`src/rtl/load_store_unit.sv`:
```
// Data-memory load/store sequencer: word-aligned accesses, sub-word
// extraction on loads and read-modify-write merging on sub-word stores.
module load_store_unit #(
  parameter int DATA_WIDTH = 32,
  parameter int ADDR_WIDTH = 32
) (
  input  logic                  i_clk,
  input  logic                  i_rst_n,
  input  logic                  i_req,
  input  logic                  i_we,
  input  logic [2:0]            i_funct3,
  input  logic [ADDR_WIDTH-1:0] i_addr,
  input  logic [DATA_WIDTH-1:0] i_wdata,
  output logic                  o_busy,
  output logic                  o_done,
  output logic [DATA_WIDTH-1:0] o_rdata,
  output logic                  o_err,
  output logic                  o_dmem_cen,
  output logic                  o_dmem_wen,
  output logic [ADDR_WIDTH-1:0] o_dmem_addr,
  output logic [DATA_WIDTH-1:0] o_dmem_wdata,
  input  logic [DATA_WIDTH-1:0] i_dmem_rdata,
  input  logic                  i_dmem_stall
);

  localparam logic [2:0] S_IDLE = 3'd0;
  localparam logic [2:0] S_RD   = 3'd1;
  localparam logic [2:0] S_RDW  = 3'd2;
  localparam logic [2:0] S_WR   = 3'd3;
  localparam logic [2:0] S_WRW  = 3'd4;
  localparam logic [2:0] S_DONE = 3'd5;

  logic [2:0]            state_q;
  logic                  we_q;
  logic [2:0]            f3_q;
  logic [ADDR_WIDTH-1:0] addr_q;
  logic [15:0]           wd_q;
  logic [DATA_WIDTH-1:0] mwd_q;
  logic [DATA_WIDTH-1:0] rdata_q;
  logic                  err_q;

  logic                  req_err;
  logic [1:0]            lane;
  logic [7:0]            byte_v;
  logic [15:0]           half_v;
  logic [DATA_WIDTH-1:0] ld_val;
  logic [DATA_WIDTH-1:0] merged;

  always_comb begin
    req_err = 1'b1;
    unique case (i_funct3)
      3'b000:  req_err = 1'b0;
      3'b001:  req_err = i_addr[0];
      3'b010:  req_err = |i_addr[1:0];
      3'b100:  req_err = i_we;
      3'b101:  req_err = i_we | i_addr[0];
      default: req_err = 1'b1;
    endcase
  end

  assign lane   = addr_q[1:0];
  assign byte_v = i_dmem_rdata[{lane, 3'b000} +: 8];
  assign half_v = i_dmem_rdata[{lane[1], 4'b0000} +: 16];

  always_comb begin
    ld_val = i_dmem_rdata;
    unique case (f3_q)
      3'b000:  ld_val = {{(DATA_WIDTH-8){byte_v[7]}}, byte_v};
      3'b100:  ld_val = {{(DATA_WIDTH-8){1'b0}}, byte_v};
      3'b001:  ld_val = {{(DATA_WIDTH-16){half_v[15]}}, half_v};
      3'b101:  ld_val = {{(DATA_WIDTH-16){1'b0}}, half_v};
      default: ld_val = i_dmem_rdata;
    endcase
  end

  // Only the addressed lane of the fetched word is replaced.
  always_comb begin
    merged = i_dmem_rdata;
    if (f3_q[1:0] == 2'b00)
      merged[{lane, 3'b000} +: 8] = wd_q[7:0];
    else if (f3_q[1:0] == 2'b01)
      merged[{lane[1], 4'b0000} +: 16] = wd_q;
  end

  always_ff @(posedge i_clk) begin
    if (!i_rst_n) begin
      state_q <= S_IDLE;
      we_q    <= 1'b0;
      f3_q    <= 3'b000;
      addr_q  <= '0;
      wd_q    <= '0;
      mwd_q   <= '0;
      rdata_q <= '0;
      err_q   <= 1'b0;
    end else begin
      unique case (state_q)
        S_IDLE: if (i_req) begin
          we_q   <= i_we;
          f3_q   <= i_funct3;
          addr_q <= i_addr;
          wd_q   <= i_wdata[15:0];
          mwd_q  <= i_wdata;
          err_q  <= req_err;
          if (req_err)
            state_q <= S_DONE;
          else if (i_we && i_funct3[1:0] == 2'b10)
            state_q <= S_WR;
          else
            state_q <= S_RD;
        end
        S_RD:  state_q <= S_RDW;
        S_RDW: if (!i_dmem_stall) begin
          if (we_q) begin
            mwd_q   <= merged;
            state_q <= S_WR;
          end else begin
            rdata_q <= ld_val;
            state_q <= S_DONE;
          end
        end
        S_WR:  state_q <= S_WRW;
        S_WRW: if (!i_dmem_stall) state_q <= S_DONE;
        S_DONE: state_q <= S_IDLE;
        default: state_q <= S_IDLE;
      endcase
    end
  end

  assign o_busy       = state_q != S_IDLE;
  assign o_done       = state_q == S_DONE;
  assign o_err        = o_done & err_q;
  assign o_rdata      = rdata_q;
  assign o_dmem_cen   = (state_q == S_RD) | (state_q == S_WR);
  assign o_dmem_wen   = state_q == S_WR;
  assign o_dmem_addr  = {addr_q[ADDR_WIDTH-1:2], 2'b00};
  assign o_dmem_wdata = mwd_q;

endmodule

```
`config.mk`:
```
export PLATFORM = sky130hd
export DESIGN_NAME = load_store_unit
export DESIGN_NICKNAME = d
export VERILOG_FILES = /design/src/rtl/load_store_unit.sv
export SDC_FILE = /design/constraint.sdc
export NUM_CORES = 1
export LEC_CHECK = 0
export ABC_CLOCK_PERIOD_IN_PS = 3000
export BUFFER_PORTS_ARGS = -buffer_cell sky130_fd_sc_hd__buf_4
export CAP_MARGIN = 10
export CELL_PAD_IN_SITES_DETAIL_PLACEMENT = 2
export CELL_PAD_IN_SITES_GLOBAL_PLACEMENT = 2
export CORE_MARGIN = 5
export CORE_UTILIZATION = 29
export CTS_BUF_LIST = sky130_fd_sc_hd__clkbuf_4 sky130_fd_sc_hd__clkbuf_8
export CTS_CLUSTER_SIZE = 25
export DETAILED_ROUTE_END_ITERATION = 10
export PLACE_DENSITY_LB_ADDON = 0.1
export SLEW_MARGIN = 20
export SYNTH_ARGS = -nofsm -noshare
export SYNTH_HDL_FRONTEND = slang
export SYNTH_SLANG_ARGS = --single-unit
```
`constraint.sdc`:
```
create_clock -name i_clk -period 3 [get_ports i_clk]
set_clock_uncertainty 0.15 [all_clocks]
set_input_delay 0.15 -clock i_clk [delete_from_list [all_inputs] [get_ports i_clk]]
set_output_delay 0.15 -clock i_clk [all_outputs]
set_load 0.005 [all_outputs]
```
==> results of run 1 <==
==> placed cells by master (no fill, tap or decap), drive strengths merged, types with 3 or more instances in the layout <==
cell type	n
nand3	21
a21oi	124
clkinvlp	3
nor3	14
nor3b	3
clkbuf	18
nand4	3
a211oi	7
nor4	8
a22oi	23
buf	221
o211ai	23
o32ai	8
ha	5
a221o	10
o21ai	54
nor2	18
bufinv	3
o21a	3
or3	9
inv	41
dlygate4sd3	103
a2111oi	8
nand2b	15
o2111ai	8
nand2	140
dfxtp	120
o22ai	22
clkinv	5
nor2b	4
a221oi	9
==> logic make-up (layout without fill, tap and decap cells) <==
group / after synthesis / count (layout)
AOI/OAI and AO/OA: 304 / 304
other: 1 / 3
DFF: 120 / 120
adders and majority gates: 5 / 5
and+or+nand+nor: 248 / 248
buffers and inverters: 143 / 394
muxes: 3 / 3
==> worst register-to-register path, delay by kind of cell (launching register included) <==
kind	cells	cell delay, ns
fa+ha+maj	1	0.24
compound gates	3	0.51
buf+inv	3	1.13
flops	1	0.48
simple gates	1	0.28
==> power by group <==
part           internal [uW]  switching [uW]  leakage [uW]
combinational            923            1220       0.00253
clock                    850             763      0.000206
sequential              1860             258      0.000982
==> cells in the mapped netlist, types with 8 or more instances <==
cell       number
o2111ai_1       8
o211ai_1       23
nand2_1       140
or3_1           9
nand3_1        21
clkbuf_1       48
nor4_1          8
nor3_1         13
o22ai_1        22
buf_2          18
inv_1          36
a21oi_1       124
a221oi_1        8
a221o_1        10
nand2b_1       15
a22oi_1        23
o32ai_1         8
buf_4          32
dfxtp_1       120
nor2_1         18
a2111oi_0       8
o21ai_0        51
==> registers in the layout (all words and copies together), names as in the netlist <==
register	count
err_q	1
addr_q	32
wd_q	16
f3_q	3
state_q	3
o_rdata	32
we_q	1
o_dmem_wdata	32
==> what timing repair did <==
item                                   CTS  global route
setup endpoints to repair                0             1
setup buffers                            0             0
endpoints found under the hold margin  117             0
gates resized for setup                  0             1
hold buffers                           103             0
==> per-stage QoR <==
| step | worst slack, ns | util, % | std cells | hold slack [ns] | power (uW) |
|---|---|---|---|---|---|
| 2_1_floorplan | 0.854 | - | 825 | 0.130 | 3230 |
| 3_3_place_gp | 0.692 | 36.7 | 1216 | 0.247 | 4030 |
| 3_5_place_dp | 0.556 | 36.7 | 1216 | 0.260 | 4130 |
| 4_1_cts | 0.169 | 43.6 | 1351 | 0.0653 | 5890 |
| 5_1_grt | 0.0323 | 43.6 | 1352 | 0.106 | 6220 |
| 6_report | 0.168 | 43.6 | 1352 | 0.0898 | 5870 |
==> final timing paths <==
kind / startpoint / to / depth (start not counted)
max: addr_q[1] / o_dmem_wdata[28] / 8
min: i_dmem_rdata[15] / o_dmem_wdata[15] / 4
max reg2reg: addr_q[1] / o_dmem_wdata[28] / 8
min reg2reg: addr_q[18] / addr_q[18] / 2
==> final cells by class <==
type / instances / area (sq um) / area share, %
diodes: 1 / 2.50 / 0.0272
clock buffers: 18 / 248 / 2.70
clock inverters: 14 / 171 / 1.87
inverters: 38 / 143 / 1.55
multi-input cells: 562 / 3170 / 34.5
flip-flops and latches: 120 / 2400 / 26.2
well taps: 275 / 344 / 3.74
repair buffers: 324 / 2700 / 29.4
==> routing by layer <==
layer | track usage [%] | vias up | part of all wire [%]
met2 | 43.0 | 190 | 52
met1 | 29.3 | 3579 | 42
li1 | - | 3409 | -
met4 | 6.28 | 0 | 1.7
met3 | 4.73 | 38 | 4.7
met5 | 0 | - | 0
==> flow_summary_export.csv, run 1 <==
group,metric,value,unit
cts,cts_root_buffer,"clkbuf_8",
sta,max_freq,0.353,GHz
logic_synthesis,yosys.area.top_type,"dfxtp_1",
logic_synthesis,synth_fa_ha_area_share,1.00,%
sta,slew_headroom,26.8,%
cts,clkSinkCount,120,
finish,final_nets,1172,
route,drt_pass1_iterations,4,
logic_synthesis,netlist_top_cells_area,"dfxtp_1 38%, a21oi_1 9.9%, nand2_1 8.4%",
floorplan,dieArea,0.0246,sq mm
finish,fin_area,0.00919,sq mm
power_and_ir_drop,p_leak,0.00372,uW
grt,track_usage,24.0,%
sta,drv_slew,0,
logic_synthesis,synth-compound-area-share,30.3,%
sta,hold_viol,0,
worst_setup_path,cp_data_required_time,3.25,ns
cts,h-tree-depth,4,
worst_setup_path,cpMostUsedCell,"buf_4",
worst_setup_path,critical_path.max_stage_delay,0.55,ns
power_and_ir_drop,power.density,639,mW/mm^2
placement,place_hpwl,20200,um
worst_setup_path,critPathKind,"flop to flop",
sta,worst_pin_slew,1.10,ns
route,wl_per_cell,22.1,um
logic_synthesis,synth_xor_area_share,0,%
logic_synthesis,synthCells,824,
worst_setup_path,crit_fanout,30,
floorplan,core,0.0211,sq mm
route,wl,29800,um
route,ant_nets,0,
worst_setup_path,arrival,3.08,ns
route,drtIter0Drc,425,
worst_setup_path,rrSetupSlack,0.17,ns
cts,cts_tree,"yes",
logic_synthesis,synth_area,0.00624,sq mm
logic_synthesis,synth-edff-count,0,
floorplan,die_x,157,um
power_and_ir_drop,peakVddDrop,0.000303,V
sta,grt_setup_unrepaired,"false",
logic_synthesis,ys_seq_elements,120,
grt,grt_pass1_vias,8133,
floorplan,die_y,157,um
logic_synthesis,yosysSeqAreaShare,38.5,%
logic_synthesis,ys.flop_type,"dfxtp_1",
logic_synthesis,ys_warn_count,0,
finish,drive_gt1_share,24.8,%
placement,numPortBuffers,202,
grt,grt_overflow_total,0,
logic_synthesis,synth_area_per_cell,7.58,sq um
hold_path,hp-class,"input port to flop",
floorplan,start_util,29.6,%
route,num_vias,7216,
finish,synthToLayoutAreaGrowth,47.2,%
logic_synthesis,synth_top_family_by_area,"compound AO/OA/AOI/OAI gates",
worst_setup_path,slowest_stage,"dlygate4sd3_1",
cts,clkTransAtPathRegs,0.08,ns
logic_synthesis,synthMuxAreaShare,0.721,%
logic_synthesis,synth-async-reset-ratio,0,%
logic_synthesis,synthSimpleGateAreaFrac,18.5,%
placement,dpl-instance-area,0.00773,sq mm
worst_setup_path,cpLargestDelayFamily,"buffers and inverters",
worst_setup_path,cp_num_buf_inv,3,
placement,place.gp.congestion,0.841,
worst_setup_path,path_cells,"buf_4 > ha_1 > nor4bb_1 > buf_4 > a221o_1 > o2111ai_1 > a21oi_1 > dlygate4sd3_1",
cts,cts-buffers-inserted,17,
worst_setup_path,critPathLaunchType,"flop",
sta,post-route-period-util,94.4,%
grt,grt_pass1_wl,46300,um
finish,nFillCells,2346,
sta,finalSetupViolCount,0,
grt,grt_max_degree,64,
logic_synthesis,synth_top_area_share,38.5,%
cts,clk_latency,0.45,ns
route,drc,0,
outcome,status,"completed",
sta,min_period,2.83,ns
logic_synthesis,synth.distinct_cells,53,
floorplan,pin_count,205,
flow_run,drv_cap,0,
cts,max-clock-path-buffers,2,
floorplan,rows,53,
sta,finalSetupTns,0,ns
worst_setup_path,cp-end-kind,"flop",
grt,antenna_found_initial,1,
route,via_per_inst,5.34,
Power figures use the tool's default switching activity.
==> inputs of run 2 (changes only) <==
ABC_AREA = 1   (was not set)
CORE_UTILIZATION = 28   (was 29)
==> flow_summary_export.csv, run 2 <==
group,metric,value,unit
worst_setup_path,critical_path.max_stage_delay,0.56,ns
logic_synthesis,yosysSeqAreaShare,34.0,%
route,wl_per_cell,18.9,um
cts,clkTransAtPathRegs,0.09,ns
route,drtIter0Drc,322,
power_and_ir_drop,switchingPower,3860,uW
outcome,status,"completed",
placement,place.gp.congestion,0.836,
finish,nFillCells,2997,
sta,max_freq,0.377,GHz
sta,slew_headroom,54.3,%
worst_setup_path,cpMostUsedCell,"nand2_1",
worst_setup_path,r2r_end,"o_dmem_wdata[0]",
grt,antenna_found_initial,0,
finish,utilization,39.9,%
placement,numPortBuffers,202,
floorplan,rows,58,
logic_synthesis,synth.distinct_cells,34,
grt,grt_pass1_vias,9109,
power_and_ir_drop,p_clk_share,20.1,%
finish,drive_gt1_share,20.4,%
worst_setup_path,crit_fanout,56,
floorplan,core,0.0250,sq mm
grt,grt_max_degree,59,
power_and_ir_drop,power,8590,uW
logic_synthesis,synth_area,0.00706,sq mm
power_and_ir_drop,power.density,859,mW/mm^2
logic_synthesis,synth-async-reset-ratio,0,%
worst_setup_path,rrSetupSlack,0.35,ns
logic_synthesis,yosysMostFrequentCell,"nand2_1",
logic_synthesis,netlist_top_cells_area,"dfxtp_1 34%, nand2_1 13%, a21oi_1 8.9%",
finish,final_cell_mix,"238 x nand2_1, 217 x buf_4, 133 x nor2_1, 126 x a21oi_1, 123 x o21ai_0",
worst_setup_path,cp-end-kind,"flop",
sta,grt_setup_unrepaired,"false",
worst_setup_path,slowest_stage,"dlygate4sd3_1",
logic_synthesis,ys_warn_count,0,
cts,post_cts_resized,0,
power_and_ir_drop,p_int,4730,uW
worst_setup_path,critPathKind,"flop to flop",
cts,max-clock-path-buffers,2,
cts,cts-buffers-inserted,17,
worst_setup_path,cp_data_required_time,3.20,ns
grt,grt_overflow_total,0,
logic_synthesis,synthCells,1109,
finish,stdcell_count,1690,
cts,clk_latency,0.47,ns
power_and_ir_drop,pwr-share-seq,28.4,%
logic_synthesis,ys_seq_elements,120,
sta,drv_slew,0,
logic_synthesis,synth_commonest_cells,"238 x nand2_1, 133 x nor2_1, 126 x a21oi_1, 123 x o21ai_0, 120 x dfxtp_1",
logic_synthesis,synth_top_area_share,34.0,%
power_and_ir_drop,p_leak,0.00463,uW
placement,dpl-instance-area,0.00854,sq mm
finish,final_nets,1457,
hold_path,hold_start,"i_dmem_rdata[7]",
placement,place_hpwl,22000,um
floorplan,pin_count,205,
logic_synthesis,ys.flop_type,"dfxtp_1",
floorplan,start_util,28.2,%
hold_path,hold_path_depth,5,
finish,n_antenna_cell,0,
sta,finalSetupViolCount,0,
cts,postCtsSetupBuffers,0,
cts,clkSinkCount,120,
finish,synthToLayoutAreaGrowth,41.5,%
floorplan,die_y,169,um
cts,h-tree-depth,4,
flow_run,drv_cap,0,
worst_setup_path,path_cells,"nor2_4 > nand3_2 > nand3_4 > buf_4 > nand2_1 > nand2_1 > a21oi_1 > dlygate4sd3_1",
power_and_ir_drop,p_sw_share,45.0,%
worst_setup_path,critPathLaunchType,"flop",
route,num_vias,8167,
sta,finalSetupTns,0,ns
route,via_per_inst,4.83,
grt,track_usage,22.1,%
logic_synthesis,synth-edff-count,0,
sta,min_period,2.65,ns
logic_synthesis,yosys.area.top_type,"dfxtp_1",
cts,cts_root_buffer,"clkbuf_8",
worst_setup_path,r2r-start,"state_q[2]",
sta,hold_viol,0,
sta,post-route-period-util,88.5,%
route,drc,0,
route,drt_pass1_iterations,4,
power_and_ir_drop,combPwrFrac,51.5,%
hold_path,hp-class,"input port to flop",
worst_setup_path,reg2reg_depth,8,
route,ant_nets,0,
hold_path,holdPathEnd,"o_dmem_wdata[7]",
power_and_ir_drop,peakVddDrop,0.000468,V
finish,fin_area,0.00999,sq mm
grt,grt_pass1_wl,50100,um
finish,final_common_cell,"nand2_1",
sta,worst_pin_slew,0.685,ns
cts,cts_tree,"yes",
placement,numPlacedInstances,1558,
route,wl,31900,um
floorplan,die_x,169,um
worst_setup_path,arrival,2.85,ns
floorplan,dieArea,0.0285,sq mm
logic_synthesis,synth_area_per_cell,6.37,sq um
[run 2: repair_timing]
item / CTS / global route
setup endpoints to repair: 0 / 0
hold buffers: 101 / 0
endpoints found under the hold margin: 98 / 0
[run 2: power by group through the flow]
stage          Combinational (uW)  Clock [uW]  Sequential, uW
6_report                     4420        1730            2440
5_1_grt                      4950        1840            2500
4_1_cts                      4420        1780            2430
3_5_place_dp                 4180           0            2460
3_3_place_gp                 4080           0            2450
2_1_floorplan                2700           0            2400
[run 2: layout make-up]
class | instances | area [sq um] | share of cell area, %
clock buffers | 18 | 248 | 2.48
clock inverters | 13 | 194 | 1.94
inverters | 111 | 427 | 4.27
multi-input cells | 779 | 3650 | 36.5
flip-flops and latches | 120 | 2400 | 24.0
well taps | 330 | 413 | 4.13
repair buffers | 319 | 2660 | 26.6
[run 2: worst max-delay path by stage]
stage	slack (ns)	depth (start not counted)	startpoint	endpoint
finish	0.35	8	state_q[2]	o_dmem_wdata[0]
floorplan	1.06	12	addr_q[1]	o_dmem_wdata[23]
global route	0.15	8	state_q[2]	o_dmem_wdata[0]
global placement	0.90	9	f3_q[1]	o_rdata[30]
CTS	0.37	8	state_q[2]	o_dmem_wdata[5]
detailed placement	0.77	9	f3_q[1]	o_rdata[28]
[run 2: metal layers]
layer / up-vias / wire length (um) / track usage [%]
li1: 4025 / - / -
met1: 3958 / 13400 / 26.0
met2: 158 / 16800 / 41.6
met3: 26 / 1250 / 3.97
met4: 0 / 452 / 5.05
met5: - / 0 / 0
[run 2: through the flow]
stage | worst slack (ns) | hold WS [ns]
floorplan | 1.06 | 0.135
global placement | 0.904 | 0.220
detailed placement | 0.765 | 0.231
CTS | 0.372 | 0.000983
global route | 0.154 | 0.0147
finish | 0.345 | 0.000979
[run 2: cells by family (layout without fill, tap and decap cells)]
logic type	after synthesis	in the layout	synth area share (%)
compound gates	306	306	23.0
fa+ha+maj	5	5	0.886
buf+inv	211	461	14.3
flops	120	120	34.0
other cells	1	2	0.0531
simple gates	466	466	27.7
[run 2: critical path, delay by kind of cell (launching register included)]
family	cells	cell delay, ns
simple gates	5	0.82
flops	1	0.40
buf+inv	2	1.07
compound gates	1	0.05
